`config.mk`:
```
export PLATFORM = sky130hd
export DESIGN_NAME = mips_multicycle_controller_flat
export DESIGN_NICKNAME = d
export VERILOG_FILES = /design/src/rtl/mips_multicycle_controller_pkg.sv /design/src/rtl/mips_multicycle_controller_if.sv /design/src/rtl/mips_multicycle_controller.sv /design/src/flat_wrapper.sv
export SDC_FILE = /design/constraint.sdc
export NUM_CORES = 1
export LEC_CHECK = 0
export CAP_MARGIN = 20
export CORE_MARGIN = 3
export CORE_UTILIZATION = 45
export CTS_BUF_LIST = sky130_fd_sc_hd__clkbuf_4
export CTS_CLUSTER_SIZE = 12
export DETAILED_ROUTE_END_ITERATION = 16
export PLACE_DENSITY = 0.91
export RECOVER_POWER = 25
export SYNTH_ARGS = -nofsm -noshare
export SYNTH_HDL_FRONTEND = slang
export SYNTH_SLANG_ARGS = --single-unit
```
`constraint.sdc`:
```
create_clock -name clk -period 2.2 [get_ports clk]
set_clock_uncertainty 0.1 [all_clocks]
set_input_delay 0.55 -clock clk [delete_from_list [all_inputs] [get_ports clk]]
set_output_delay 0.55 -clock clk [all_outputs]
set_load 0.005 [all_outputs]
```
`src/rtl/mips_multicycle_controller_pkg.sv`:
```
// mips_ctrl_pkg: state encodings, opcodes and ALU control codes shared by the multicycle MIPS controller
package mips_ctrl_pkg;
  typedef enum logic [3:0] {
    FETCH  = 4'd0,
    DECODE = 4'd1,
    MEMADR = 4'd2,
    MEMRD  = 4'd3,
    MEMWB  = 4'd4,
    MEMWR  = 4'd5,
    EXEC   = 4'd6,
    ALUWB  = 4'd7,
    BEQ    = 4'd8,
    ADDIEX = 4'd9,
    ADDIWB = 4'd10,
    JUMP   = 4'd11
  } state_t;
  localparam logic [5:0] OP_RTYPE = 6'b000000;
  localparam logic [5:0] OP_LW    = 6'b100011;
  localparam logic [5:0] OP_SW    = 6'b101011;
  localparam logic [5:0] OP_BEQ   = 6'b000100;
  localparam logic [5:0] OP_ADDI  = 6'b001000;
  localparam logic [5:0] OP_J     = 6'b000010;
  localparam logic [1:0] ALUOP_ADD   = 2'b00;
  localparam logic [1:0] ALUOP_SUB   = 2'b01;
  localparam logic [1:0] ALUOP_FUNCT = 2'b10;
  localparam logic [1:0] SRCB_B      = 2'b00;
  localparam logic [1:0] SRCB_4      = 2'b01;
  localparam logic [1:0] SRCB_IMM    = 2'b10;
  localparam logic [1:0] SRCB_IMM2   = 2'b11;
  localparam logic [1:0] PC_ALU      = 2'b00;
  localparam logic [1:0] PC_ALUOUT   = 2'b01;
  localparam logic [1:0] PC_JUMP     = 2'b10;
endpackage

```
`src/rtl/mips_multicycle_controller_if.sv`:
```
// mips_multicycle_controller_if: opcode/flag inputs and datapath control outputs of the controller
interface mips_multicycle_controller_if #(parameter int STATE_W = 4);
  logic [5:0]         Op;
  logic               Zero;
  logic               IorD;
  logic               MemWrite;
  logic               IRWrite;
  logic               RegDst;
  logic               MemtoReg;
  logic               RegWrite;
  logic               ALUSrcA;
  logic [1:0]         ALUSrcB;
  logic [1:0]         ALUOp;
  logic [1:0]         PCSrc;
  logic               PCEn;
  logic               Illegal;
  logic [STATE_W-1:0] State;
  modport master (
    input  Op, Zero,
    output IorD, MemWrite, IRWrite, RegDst, MemtoReg, RegWrite,
    output ALUSrcA, ALUSrcB, ALUOp, PCSrc, PCEn, Illegal, State
  );
  modport slave (
    output Op, Zero,
    input  IorD, MemWrite, IRWrite, RegDst, MemtoReg, RegWrite,
    input  ALUSrcA, ALUSrcB, ALUOp, PCSrc, PCEn, Illegal, State
  );
endinterface

```
`src/rtl/mips_multicycle_controller.sv`:
```
// mips_multicycle_controller: main control FSM sequencing the multicycle MIPS datapath with stalled memory states
module mips_multicycle_controller
  import mips_ctrl_pkg::*;
#(
  parameter int MEM_LAT = 1,
  parameter int STATE_W = 4
) (
  input  logic                          clk,
  input  logic                          reset,
  mips_multicycle_controller_if.master  ctl
);
  state_t     state_q, state_d;
  logic [3:0] wcnt_q, wcnt_d;
  logic       waits, done;
  logic       ir_w, mem_w, reg_w, pc_w, br;
  assign waits = (state_q == FETCH) || (state_q == MEMRD) || (state_q == MEMWR);
  assign done  = wcnt_q == 4'(MEM_LAT - 1);
  // state register and memory wait counter
  always_ff @(posedge clk) begin
    if (reset) begin
      state_q <= FETCH;
      wcnt_q  <= '0;
    end else begin
      state_q <= state_d;
      wcnt_q  <= wcnt_d;
    end
  end
  // next state: memory states hold until the wait counter reaches MEM_LAT-1
  always_comb begin
    state_d = FETCH;
    wcnt_d  = (waits && !done) ? wcnt_q + 4'd1 : 4'd0;
    case (state_q)
      FETCH:   state_d = done ? DECODE : FETCH;
      DECODE:  state_d = (ctl.Op == OP_LW || ctl.Op == OP_SW) ? MEMADR :
                         (ctl.Op == OP_RTYPE) ? EXEC :
                         (ctl.Op == OP_BEQ)   ? BEQ :
                         (ctl.Op == OP_ADDI)  ? ADDIEX :
                         (ctl.Op == OP_J)     ? JUMP : FETCH;
      MEMADR:  state_d = (ctl.Op == OP_SW) ? MEMWR : MEMRD;
      MEMRD:   state_d = done ? MEMWB : MEMRD;
      MEMWR:   state_d = done ? FETCH : MEMWR;
      EXEC:    state_d = ALUWB;
      ADDIEX:  state_d = ADDIWB;
      default: state_d = FETCH;
    endcase
  end
  // Moore output decode; enables are collected locally and gated by reset below
  always_comb begin
    ctl.IorD     = 1'b0;
    ctl.RegDst   = 1'b0;
    ctl.MemtoReg = 1'b0;
    ctl.ALUSrcA  = 1'b0;
    ctl.ALUSrcB  = SRCB_B;
    ctl.ALUOp    = ALUOP_ADD;
    ctl.PCSrc    = PC_ALU;
    ir_w         = 1'b0;
    mem_w        = 1'b0;
    reg_w        = 1'b0;
    pc_w         = 1'b0;
    br           = 1'b0;
    case (state_q)
      FETCH: begin
        ctl.ALUSrcB = SRCB_4;
        ir_w        = done;
        pc_w        = done;
      end
      DECODE:  ctl.ALUSrcB = SRCB_IMM2;
      MEMADR: begin
        ctl.ALUSrcA = 1'b1;
        ctl.ALUSrcB = SRCB_IMM;
      end
      MEMRD:   ctl.IorD = 1'b1;
      MEMWB: begin
        ctl.MemtoReg = 1'b1;
        reg_w        = 1'b1;
      end
      MEMWR: begin
        ctl.IorD = 1'b1;
        mem_w    = 1'b1;
      end
      EXEC: begin
        ctl.ALUSrcA = 1'b1;
        ctl.ALUOp   = ALUOP_FUNCT;
      end
      ALUWB: begin
        ctl.RegDst = 1'b1;
        reg_w      = 1'b1;
      end
      BEQ: begin
        ctl.ALUSrcA = 1'b1;
        ctl.ALUOp   = ALUOP_SUB;
        ctl.PCSrc   = PC_ALUOUT;
        br          = 1'b1;
      end
      ADDIEX: begin
        ctl.ALUSrcA = 1'b1;
        ctl.ALUSrcB = SRCB_IMM;
      end
      ADDIWB:  reg_w = 1'b1;
      JUMP: begin
        ctl.PCSrc = PC_JUMP;
        pc_w      = 1'b1;
      end
      default: ;
    endcase
  end
  assign ctl.IRWrite  = ir_w & ~reset;
  assign ctl.MemWrite = mem_w & ~reset;
  assign ctl.RegWrite = reg_w & ~reset;
  assign ctl.PCEn     = (pc_w | (br & ctl.Zero)) & ~reset;
  assign ctl.Illegal  = (state_q == DECODE) && (state_d == FETCH) && !reset;
  assign ctl.State    = STATE_W'(state_q);
endmodule
```
`src/flat_wrapper.sv`:
```
// flat-port wrapper written by rule: the top's interface ports become plain ports
module mips_multicycle_controller_flat import mips_ctrl_pkg::*;
#(
  parameter int MEM_LAT = 1,
  parameter int STATE_W = 4
)
  (clk, reset, ctl_Op, ctl_Zero, ctl_IorD, ctl_MemWrite, ctl_IRWrite, ctl_RegDst, ctl_MemtoReg, ctl_RegWrite, ctl_ALUSrcA, ctl_ALUSrcB, ctl_ALUOp, ctl_PCSrc, ctl_PCEn, ctl_Illegal, ctl_State);
  mips_multicycle_controller_if #(.STATE_W(STATE_W)) ctl_i ();
  input  logic clk;
  input  logic reset;
  input wire logic [$bits(ctl_i.Op)-1:0] ctl_Op;
  input wire logic [$bits(ctl_i.Zero)-1:0] ctl_Zero;
  output wire logic [$bits(ctl_i.IorD)-1:0] ctl_IorD;
  output wire logic [$bits(ctl_i.MemWrite)-1:0] ctl_MemWrite;
  output wire logic [$bits(ctl_i.IRWrite)-1:0] ctl_IRWrite;
  output wire logic [$bits(ctl_i.RegDst)-1:0] ctl_RegDst;
  output wire logic [$bits(ctl_i.MemtoReg)-1:0] ctl_MemtoReg;
  output wire logic [$bits(ctl_i.RegWrite)-1:0] ctl_RegWrite;
  output wire logic [$bits(ctl_i.ALUSrcA)-1:0] ctl_ALUSrcA;
  output wire logic [$bits(ctl_i.ALUSrcB)-1:0] ctl_ALUSrcB;
  output wire logic [$bits(ctl_i.ALUOp)-1:0] ctl_ALUOp;
  output wire logic [$bits(ctl_i.PCSrc)-1:0] ctl_PCSrc;
  output wire logic [$bits(ctl_i.PCEn)-1:0] ctl_PCEn;
  output wire logic [$bits(ctl_i.Illegal)-1:0] ctl_Illegal;
  output wire logic [$bits(ctl_i.State)-1:0] ctl_State;
  assign ctl_i.Op = ctl_Op;
  assign ctl_i.Zero = ctl_Zero;
  assign ctl_IorD = ctl_i.IorD;
  assign ctl_MemWrite = ctl_i.MemWrite;
  assign ctl_IRWrite = ctl_i.IRWrite;
  assign ctl_RegDst = ctl_i.RegDst;
  assign ctl_MemtoReg = ctl_i.MemtoReg;
  assign ctl_RegWrite = ctl_i.RegWrite;
  assign ctl_ALUSrcA = ctl_i.ALUSrcA;
  assign ctl_ALUSrcB = ctl_i.ALUSrcB;
  assign ctl_ALUOp = ctl_i.ALUOp;
  assign ctl_PCSrc = ctl_i.PCSrc;
  assign ctl_PCEn = ctl_i.PCEn;
  assign ctl_Illegal = ctl_i.Illegal;
  assign ctl_State = ctl_i.State;
  mips_multicycle_controller #(.MEM_LAT(MEM_LAT), .STATE_W(STATE_W)) u_core (.clk(clk), .reset(reset), .ctl(ctl_i));
endmodule
```
==> results.sh, run 1 <==
export IMPL_outcome="finished, violations left"
export IMPL_violations="setup timing"
export IMPL_p_leak_nw=0.590
export IMPL_cts_buffers=3
export IMPL_clk_latency_ns=0.27
export IMPL_dr_pass1_iters=7
export IMPL_synth_main_ff_cell="dfxtp_1"
export IMPL_ctsHoldBuffers=0
export IMPL_slew_violations=0
export IMPL_start_kind="register"
export IMPL_grt_pass1_vias=1132
export IMPL_num_antenna_cells=0
export IMPL_core_um2=1420
export IMPL_yosys_warnings=0
export IMPL_num_vias=1156
export IMPL_crit_path_end_kind="primary output"
export IMPL_placed_area_um2=1160
export IMPL_wl_per_cell_um=24.0
export IMPL_avgSynthCellArea_um2=7.31
export IMPL_port_buffers=27
export IMPL_fmax_ghz=0.406
export IMPL_synth_seq_cells=8
export IMPL_clockBufferDepth=2
export IMPL_ir_drop_mv=0.292
export IMPL_synth_area_leaders="dfxtp_1, nor3_1, nor2_1"
export IMPL_dpl_hpwl_um=1950
export IMPL_synth_async_reset_ratio_pct=0
export IMPL_layout_nets=167
export IMPL_fin_crit_ns=2.46
export IMPL_clkTransAtPathRegs_ns=0.06
export IMPL_fillerInstances=50
export IMPL_area_growth_pct=80.3
export IMPL_critPathKind="register to primary output"
export IMPL_start_util_pct=51.6
export IMPL_die_area_um2=2140
export IMPL_htreeDepth=1
export IMPL_critPathArrivalTime_ns=1.81
export IMPL_synth_edf_count=0
export IMPL_yosysUniqueCellTypes=36
export IMPL_syn_area_um2=731
export IMPL_drive_gt1_share_pct=50.0
export IMPL_final_cell_area_um2=1320
export IMPL_placed_cells=159
export IMPL_yosysMostFrequentCell="nor2_1"
export IMPL_drc=0
export IMPL_die_w_um=46.3
export IMPL_antenna_found_initial=0
export IMPL_ioPinCount=28
export IMPL_critPathMaxFanout=2
export IMPL_place_gp_congestion=0.944
export IMPL_worstMarginPinSlew_ns=0.428
export IMPL_syn_num_nets=111
export IMPL_viasPerCell=6.84
export IMPL_cts_sinks=8
export IMPL_synth_seq_area_share_pct=21.9
export IMPL_fin_util_pct=93.1
export IMPL_hold_violations=0
export IMPL_grt_pass1_wl_um=5810
export IMPL_rows=13
export IMPL_cts_tree="done"
export IMPL_synth_top_area_share_pct=21.9
export IMPL_max_cap_violations=0
export IMPL_timing_final_ws_setup_ns=-0.261
export IMPL_drt_initial_drc_count=118
export IMPL_die_h_um=46.3
export IMPL_power_density_nw_per_um2=302
export IMPL_power_mw=0.398
export IMPL_grt_total_usage_pct=39.4
export IMPL_instances_no_fill=169
export IMPL_ant_nets=0
export IMPL_synth_largest_area_cell="dfxtp_1"
export IMPL_grt_max_degree=15
export IMPL_fin_tns_setup_ns=-0.452
export IMPL_drt_wl_total_um=4050
export IMPL_cts_root_buf="clkbuf_4"
export IMPL_cp_required_ns=1.55
export IMPL_period_share_pct=112
export IMPL_finalSetupViolCount=5
export IMPL_netlist_top_cells_count="nor2_1, nor3_1, dfxtp_1"
export IMPL_netlist_instances=100
export IMPL_gr_total_overflow=0
export IMPL_hold_class="register to register"
export IMPL_rsz0062_at_grt="true"
export IMPL_slew_headroom_pct=71.2
==> where the power goes <==
group,switching [mW],total [mW],internal [mW]
logic,0.0632,0.124,0.0613
registers,0.00396,0.149,0.145
clock network,0.0611,0.124,0.0632
==> cells by family (layout without fill, tap and decap cells) <==
group	after synthesis	count (layout)	share of synthesized area [%]
and+or+nand+nor	53	53	41.1
adders and majority gates	2	2	3.42
AOI/OAI and AO/OA	19	19	18.2
muxes	1	1	1.37
xor gates and xnor gates	6	6	7.19
DFF	8	8	21.9
buffers and inverters	11	65	6.85
==> state kept, by name, indices dropped and copies added (netlist names) <==
register / flops
u_core.wcnt_q: 4
u_core.ctl.State: 4
==> cell type report <==
| class | count | area, µm² | area share (%) |
|---|---|---|---|
| inverters | 4 | 15.0 | 1.14 |
| repair buffers | 58 | 462 | 35.0 |
| clock buffers | 3 | 22.5 | 1.71 |
| well taps | 15 | 18.8 | 1.42 |
| flip-flops and latches | 8 | 170 | 12.9 |
| multi-input cells | 81 | 629 | 47.8 |
==> placed cells by master (no fill, tap or decap), types with 5 or more instances in the layout <==
cell type	n
buf_4	24
nand2b_1	6
buf_6	7
clkdlybuf4s50_1	5
buf_2	7
nand3_1	5
clkbuf_2	5
nor3_1	5
dlygate4sd2_1	8
nor2_1	9
==> critical path: stages (launching register included) <==
cell and delay, ns:
dfxtp_2 0.34, inv_2 0.08, ha_4 0.13, nor3b_4 0.27
o21ai_1 0.10, a311o_2 0.34, nor3_2 0.13, buf_2 0.15
==> metal layers <==
metal | track usage [%] | share of wire (%)
met2 | 67.6 | 48
met3 | 13.3 | 9.7
met4 | 18.8 | 8.0
met1 | 42.8 | 34
met5 | 0 | 0
==> path summary, 6_finish.rpt <==
path | cells after the start | slack (ns) | end | start
max | 7 | -0.26 | ctl_Illegal | u_core.wcnt_q[1]
min | 2 | 0.50 | u_core.wcnt_q[2] | u_core.wcnt_q[2]
max reg2reg | 8 | 0.37 | u_core.ctl.State[0] | u_core.wcnt_q[1]
min reg2reg | 2 | 0.50 | u_core.wcnt_q[2] | u_core.wcnt_q[2]
==> through the flow <==
stage	worst slack, ns	hold slack [ns]
after global routing	-0.313	0.519
after detailed placement	-0.975	0.417
after global placement	-0.837	0.404
after floorplan	0.131	0.330
after CTS	-0.233	0.448
final	-0.261	0.503
==> what timing repair did <==
action / 4_1_cts / 5_1_grt
resized for setup: 71 / 25
pin swaps: 7 / 13
buffers inserted: 5 / 3
cloned: 0 / 0
endpoints found under the setup margin: 15 / 7
Power figures use the tool's default switching activity.
==> run 2: changes to the inputs <==
--- a/config.mk
+++ b/config.mk
@@ -5,6 +5,7 @@
 export SDC_FILE = /design/constraint.sdc
 export NUM_CORES = 1
 export LEC_CHECK = 0
+export ABC_CLOCK_PERIOD_IN_PS = 2200
 export CAP_MARGIN = 20
 export CORE_MARGIN = 3
 export CORE_UTILIZATION = 45
==> results of run 2 <==
Final layout, timing and power as in run 1 (identical DEF).
